### src/rtl/triangle_raster_scanner_pkg.sv
// Fixed-point and vector payload types shared by the triangle raster scanner and its environment.
package triangle_raster_scanner_pkg;

  localparam int unsigned FP_W    = 32;
  localparam int unsigned FP_FRAC = 16;

  typedef logic signed [FP_W-1:0] FixedPoint_t;

  typedef struct packed {
    FixedPoint_t x;
    FixedPoint_t y;
    FixedPoint_t z;
    FixedPoint_t w;
  } Vector4_t;

endpackage

### src/rtl/triangle_raster_scanner.sv
// Walks one triangle's clamped bounding box in raster order and streams covered pixels downstream.
// Optional macro TRIANGLE_RASTER_SCANNER_BACKFACE_CULL_EN drops triangles with non-positive area in SETUP.
module triangle_raster_scanner
  import triangle_raster_scanner_pkg::*;
#(
  parameter int unsigned WIDTH  = 160,
  parameter int unsigned HEIGHT = 120
) (
  input  logic               i_clk,
  input  logic               i_reset_n,
  input  logic               i_start,
  input  Vector4_t           i_v1,
  input  Vector4_t           i_v2,
  input  Vector4_t           i_v3,
  input  Vector4_t           i_c1,
  input  Vector4_t           i_c2,
  input  Vector4_t           i_c3,
  output logic               o_busy,
  output logic               o_done,
  output logic signed [31:0] o_px_x,
  output logic signed [31:0] o_px_y,
  output Vector4_t           o_v1,
  output Vector4_t           o_v2,
  output Vector4_t           o_v3,
  output Vector4_t           o_c1,
  output Vector4_t           o_c2,
  output Vector4_t           o_c3,
  input  logic               i_px_write,
  input  Vector4_t           i_px_colour,
  input  FixedPoint_t        i_px_z,
  output logic               o_valid,
  input  logic               i_ready,
  output logic signed [31:0] o_x,
  output logic signed [31:0] o_y,
  output Vector4_t           o_colour,
  output FixedPoint_t        o_z
);

  typedef logic signed [31:0] coord_t;

  localparam coord_t X_LAST = coord_t'(WIDTH - 1);
  localparam coord_t Y_LAST = coord_t'(HEIGHT - 1);

  localparam logic [2:0] S_IDLE  = 3'd0;
  localparam logic [2:0] S_SETUP = 3'd1;
  localparam logic [2:0] S_SCAN  = 3'd2;
  localparam logic [2:0] S_DRAIN = 3'd3;
  localparam logic [2:0] S_DONE  = 3'd4;

  function automatic coord_t int_part(input FixedPoint_t v);
    return coord_t'(v >>> FP_FRAC);
  endfunction

  function automatic coord_t min3(input coord_t a, input coord_t b, input coord_t c);
    coord_t m;
    m = (a < b) ? a : b;
    return (c < m) ? c : m;
  endfunction

  function automatic coord_t max3(input coord_t a, input coord_t b, input coord_t c);
    coord_t m;
    m = (a > b) ? a : b;
    return (c > m) ? c : m;
  endfunction

  logic [2:0] state, state_nxt;
  coord_t     xmin, xmax, ymax;
  coord_t     xmin_nxt, xmax_nxt, ymax_nxt;
  coord_t     px_x_nxt, px_y_nxt, x_nxt, y_nxt;
  Vector4_t   v1_nxt, v2_nxt, v3_nxt, c1_nxt, c2_nxt, c3_nxt, colour_nxt;
  FixedPoint_t z_nxt;
  logic       valid_nxt, busy_nxt, done_nxt;

  coord_t     x1, x2, x3, y1, y2, y3;
  coord_t     bx_lo, bx_hi, by_lo, by_hi;
  logic       box_empty;
  logic       cull;
  logic       slot_free;

  // Integer bounding box of the latched triangle; each side clamped only toward the screen.
  always_comb begin
    x1 = int_part(o_v1.x);
    x2 = int_part(o_v2.x);
    x3 = int_part(o_v3.x);
    y1 = int_part(o_v1.y);
    y2 = int_part(o_v2.y);
    y3 = int_part(o_v3.y);
    bx_lo = min3(x1, x2, x3);
    bx_hi = max3(x1, x2, x3);
    by_lo = min3(y1, y2, y3);
    by_hi = max3(y1, y2, y3);
    if (bx_lo < 32'sd0)  bx_lo = 32'sd0;
    if (bx_hi > X_LAST)  bx_hi = X_LAST;
    if (by_lo < 32'sd0)  by_lo = 32'sd0;
    if (by_hi > Y_LAST)  by_hi = Y_LAST;
    box_empty = (bx_lo > bx_hi) || (by_lo > by_hi);
  end

`ifdef TRIANGLE_RASTER_SCANNER_BACKFACE_CULL_EN
  logic signed [32:0] e1x, e1y, e2x, e2y;
  logic signed [65:0] area;

  // Full-precision signed area; only its sign matters, so no rescaling is needed.
  always_comb begin
    e1x  = 33'(o_v2.x) - 33'(o_v1.x);
    e1y  = 33'(o_v2.y) - 33'(o_v1.y);
    e2x  = 33'(o_v3.x) - 33'(o_v1.x);
    e2y  = 33'(o_v3.y) - 33'(o_v1.y);
    area = 66'(e1x) * 66'(e2y) - 66'(e1y) * 66'(e2x);
    cull = (area <= 66'sd0);
  end
`else
  assign cull = 1'b0;
`endif

  assign slot_free = !o_valid || i_ready;

  // Next-state and next-output logic.
  always_comb begin
    state_nxt  = state;
    v1_nxt     = o_v1;
    v2_nxt     = o_v2;
    v3_nxt     = o_v3;
    c1_nxt     = o_c1;
    c2_nxt     = o_c2;
    c3_nxt     = o_c3;
    xmin_nxt   = xmin;
    xmax_nxt   = xmax;
    ymax_nxt   = ymax;
    px_x_nxt   = o_px_x;
    px_y_nxt   = o_px_y;
    valid_nxt  = o_valid;
    x_nxt      = o_x;
    y_nxt      = o_y;
    colour_nxt = o_colour;
    z_nxt      = o_z;

    case (state)
      S_IDLE: begin
        if (i_start) begin
          state_nxt = S_SETUP;
          v1_nxt    = i_v1;
          v2_nxt    = i_v2;
          v3_nxt    = i_v3;
          c1_nxt    = i_c1;
          c2_nxt    = i_c2;
          c3_nxt    = i_c3;
        end
      end
      S_SETUP: begin
        if (box_empty || cull) begin
          state_nxt = S_DONE;
        end else begin
          state_nxt = S_SCAN;
          xmin_nxt  = bx_lo;
          xmax_nxt  = bx_hi;
          ymax_nxt  = by_hi;
          px_x_nxt  = bx_lo;
          px_y_nxt  = by_lo;
        end
      end
      S_SCAN: begin
        if (slot_free) begin
          if (i_px_write) begin
            valid_nxt  = 1'b1;
            x_nxt      = o_px_x;
            y_nxt      = o_px_y;
            colour_nxt = i_px_colour;
            z_nxt      = i_px_z;
          end else begin
            valid_nxt  = 1'b0;
          end
          if (o_px_x == xmax) begin
            if (o_px_y == ymax) begin
              state_nxt = S_DRAIN;
            end else begin
              px_x_nxt  = xmin;
              px_y_nxt  = o_px_y + 32'sd1;
            end
          end else begin
            px_x_nxt = o_px_x + 32'sd1;
          end
        end
      end
      S_DRAIN: begin
        if (slot_free) begin
          valid_nxt = 1'b0;
          state_nxt = S_DONE;
        end
      end
      S_DONE: begin
        state_nxt = S_IDLE;
      end
      default: begin
        state_nxt = S_IDLE;
        valid_nxt = 1'b0;
      end
    endcase

    busy_nxt = (state_nxt != S_IDLE);
    done_nxt = (state_nxt == S_DONE);
  end

  // State and registered outputs; synchronous active-low reset.
  always_ff @(posedge i_clk) begin
    if (!i_reset_n) begin
      state    <= S_IDLE;
      o_v1     <= '0;
      o_v2     <= '0;
      o_v3     <= '0;
      o_c1     <= '0;
      o_c2     <= '0;
      o_c3     <= '0;
      xmin     <= '0;
      xmax     <= '0;
      ymax     <= '0;
      o_px_x   <= '0;
      o_px_y   <= '0;
      o_valid  <= 1'b0;
      o_x      <= '0;
      o_y      <= '0;
      o_colour <= '0;
      o_z      <= '0;
      o_busy   <= 1'b0;
      o_done   <= 1'b0;
    end else begin
      state    <= state_nxt;
      o_v1     <= v1_nxt;
      o_v2     <= v2_nxt;
      o_v3     <= v3_nxt;
      o_c1     <= c1_nxt;
      o_c2     <= c2_nxt;
      o_c3     <= c3_nxt;
      xmin     <= xmin_nxt;
      xmax     <= xmax_nxt;
      ymax     <= ymax_nxt;
      o_px_x   <= px_x_nxt;
      o_px_y   <= px_y_nxt;
      o_valid  <= valid_nxt;
      o_x      <= x_nxt;
      o_y      <= y_nxt;
      o_colour <= colour_nxt;
      o_z      <= z_nxt;
      o_busy   <= busy_nxt;
      o_done   <= done_nxt;
    end
  end

endmodule
### config.mk
export PLATFORM = sky130hd
export DESIGN_NAME = triangle_raster_scanner
export DESIGN_NICKNAME = d
export VERILOG_FILES = /design/src/rtl/triangle_raster_scanner_pkg.sv /design/src/rtl/triangle_raster_scanner.sv
export SDC_FILE = /design/constraint.sdc
export NUM_CORES = 2
export LEC_CHECK = 0
export ABC_CLOCK_PERIOD_IN_PS = 8100
export CAP_MARGIN = 20
export CORE_AREA = 2 2 771 773
export DETAILED_ROUTE_END_ITERATION = 7
export DIE_AREA = 0 0 773 775
export GPL_TIMING_DRIVEN = 0
export PLACE_DENSITY = 0.34
export SETUP_SLACK_MARGIN = 0.1
export SYNTH_ARGS = -nofsm -noshare
export SYNTH_HDL_FRONTEND = slang
export SYNTH_SLANG_ARGS = --single-unit
### constraint.sdc
create_clock -name i_clk -period 8.1 [get_ports i_clk]
set_input_delay 1.62 -clock i_clk [delete_from_list [all_inputs] [get_ports i_clk]]
set_output_delay 1.62 -clock i_clk [all_outputs]
set_load 0.05 [all_outputs]
==> metrics.txt <==
Post-Syn Nets 6789; footprint of the multi-input gates 21000 um^2; Seq cells post-synth 1109; CP Class reg -> reg; layout cells sized above 1 7.24%; largest net degree at the start of global routing 13; sequential share of the synthesized area 49.8%; fin crit period 7.65 ns; clk_lat worst skew 0.89 ns; ANT nets after route 0; initial antenna violation count 200; area delta synth->final 86.3%; Cell Pwr Density 372 nW/um^2; GRT Total Usage 16.5%; die extent in y 775 um; H-tree levels 4; unrepaired setup endpoints after global routing no; Hold Vio Cnt, Final 0; Period Utilization, post-route 94.5%; via count 52300; CORE AREA 592000 um^2; Die Wd 773 um; clock-pin slew on the worst setup and hold paths 0.06 ns; buffer levels on the longest clock path 4; fin util 14.0%; fmax 131 MHz; port buffer count 1990; Pleak 0.0279 uW; Setup crit end kind register; Yosys warning total 0; initial core utilization 7.53%; Pwr Total 30900 uW; pins over their slew limit 0; drt drc 0; startpoint types register; CP Capture Point xmax[7]; Worst Path Max Fanout 10; WP data arrival 8.47 ns; syn avg cell area 7.78 um^2; worst-margin pin slew 1.26 ns; Synth cell types 82; CTS Sinks 1109; R2R Path End xmax[7]; DR iter-0 viols 3858; Min Hold Slack 0.450 ns; predominant post-synthesis flop cell dfxtp_1; register area 22300 um^2; DR vias/cell 3.26; run status finished clean; Crit-path slowest cell nor4_4; Rel. slew slack 15.5%; Detail Placement HPWL 458 mm; TritonCTS Buffers 161; # IOs 1992; Die Area 599000 um^2; DR WL/cell 32.3 um; final-layout fill cell count 67800; worst endpoint required time 8.92 ns; final net count 9061; slowest stage delay, CP 0.62 ns; final clock skew 0.0574 ns; R2R Path Start o_v2[127]; Post-synth EDFFs 0; Worst Setup SP o_v2[127]; worst hold path type reg -> reg; FF-to-FF path depth 33; 1st-pass router iterations 6; R2R Setup Slk 0.45 ns; GPL Wtd Cong 0.994; Rows 283; Setup Viol. Count Final 0; vias in the first global route 49800; global-route wire length before repair 632 mm; synthesized cell area 44500 um^2; grt ovf 0; FFs w/ async S/R, synth 0%; Clock Root Buffer clkbuf_16; CTS tree built; Worst VDD drop 0.000242 V; Total Routed Length 517 mm; Gate Count Post-Synth 5726; max-cap check violation count 0
-- worst min-delay path by stage --
stage / startpoint / end / slack [ns] / depth (start not counted)
5_1_grt: o_colour[127] / o_colour[127] / 0.47 / 2
6_report: o_x[20] / o_x[20] / 0.45 / 2
2_1_floorplan: xmin[0] / xmin[0] / 0.43 / 2
3_3_place_gp: o_c1[111] / o_c1[111] / 0.44 / 2
4_1_cts: o_x[20] / o_x[20] / 0.45 / 2
3_5_place_dp: o_c1[111] / o_c1[111] / 0.45 / 2
-- sequential cells by signal (all words and copies together) (netlist names), 16 cells and up --
signal    count
o_v2        128
o_colour    128
o_c3        128
o_c1        128
o_c2        128
xmax         16
o_y          32
o_px_y       32
o_x          32
ymax         16
o_px_x       32
o_v3        128
o_v1        128
o_z          32
-- layout by cell type (no fill, tap or decap), drive strengths merged, types with 75 or more instances in the layout --
cell type,Yosys,final
clkbuf,377,609
dfxtp,1109,1109
ha,130,130
buf,33,159
clkdlybuf4s50,0,1986
o21ai,86,86
nor2,123,123
nand2,2102,2102
a21oi,1115,1115
diode,0,75
-- power by group --
part	switching, uW	leakage [uW]	internal (uW)
clock network	3170	0.00269	4450
registers	974	0.00908	6350
logic	11000	0.0161	4960
-- synth_stat cells (15+ instances only) --
| library cell | n | area share, % |
|---|---|---|
| xor2_1 | 49 | 0.96 |
| nand4_1 | 42 | 0.59 |
| nand3_1 | 32 | 0.36 |
| nor3_1 | 23 | 0.26 |
| mux2_2 | 17 | 0.43 |
| a211oi_1 | 34 | 0.57 |
| mux2i_1 | 44 | 0.99 |
| buf_2 | 16 | 0.18 |
| a21o_1 | 34 | 0.57 |
| inv_1 | 66 | 0.56 |
| dfxtp_1 | 1109 | 50 |
| nor4_1 | 27 | 0.38 |
| and3_1 | 29 | 0.41 |
| nor2_1 | 120 | 1.0 |
| nand2_1 | 2100 | 18 |
| clkbuf_1 | 377 | 3.2 |
| ha_1 | 130 | 3.7 |
| xnor2_1 | 21 | 0.41 |
| o21ai_0 | 80 | 0.90 |
| o211ai_1 | 19 | 0.32 |
| a31oi_1 | 16 | 0.22 |
| nor2b_1 | 30 | 0.42 |
| and2_1 | 15 | 0.21 |
| a21oi_1 | 1113 | 13 |
-- cells by family after synthesis --
kind of cell / count (synthesis) / synth area share [%]
fa+ha+maj: 130 / 3.65
buf+inv: 477 / 4.12
xor+xnor: 70 / 1.38
mux: 61 / 1.42
simple gates: 2489 / 22.6
compound gates: 1390 / 17.0
flops: 1109 / 49.8
-- metal layers --
metal / routed length [um] / vias to the layer above / GRT usage [%]
met4: 12400 / 44 / 3.53
met3: 78200 / 450 / 10.8
li1: - / 23800 / -
met1: 216000 / 25500 / 20.2
met2: 211000 / 2621 / 23.9
met5: 494 / - / 0.743
-- per-stage QoR --
stage / instance area (um^2) / setup WS (ns) / setup TNS [ns] / cells
2_1_floorplan: 44500 / 0.386 / 0 / 5726
3_3_place_gp: 74300 / -3.10 / -234.95 / 15600
3_5_place_dp: 75900 / -1.96 / -161.89 / 15600
4_1_cts: 81800 / 0.116 / 0 / 15900
5_1_grt: 82900 / 0.0913 / 0 / 16000
6_report: 83000 / 0.448 / 0 / 16000
-- what timing repair did --
item	4_1_cts	5_1_grt
setup endpoints to repair	115	110
hold buffers	0	0
resized for setup	90	99
pin swaps	9	8
buffers inserted	16	15
-- final cells by class --
| type | instances | area share [%] |
|---|---|---|
| Clock inverter | 57 | 0.965 |
| Multi-Input combinational cell | 4140 | 25.3 |
| Sequential cell | 1109 | 26.9 |
| Clock buffer | 235 | 5.64 |
| Buffer | 408 | 2.00 |
| Timing Repair Buffer | 2111 | 26.9 |
| Inverter | 67 | 0.303 |
| Tap cell | 7837 | 11.8 |
| Antenna cell | 75 | 0.226 |
-- critical path: cells and delay by family, from the launching register on --
family / cells / cell delay (ns)
AO/OA/AOI/OAI: 17 / 3.26
buffers and inverters: 7 / 1.37
flip-flops: 1 / 0.42
multiplexers: 1 / 0.30
adder cells (fa/ha/maj): 3 / 0.97
AND/OR/NAND/NOR: 5 / 1.23
Power figures use the tool's default switching activity.
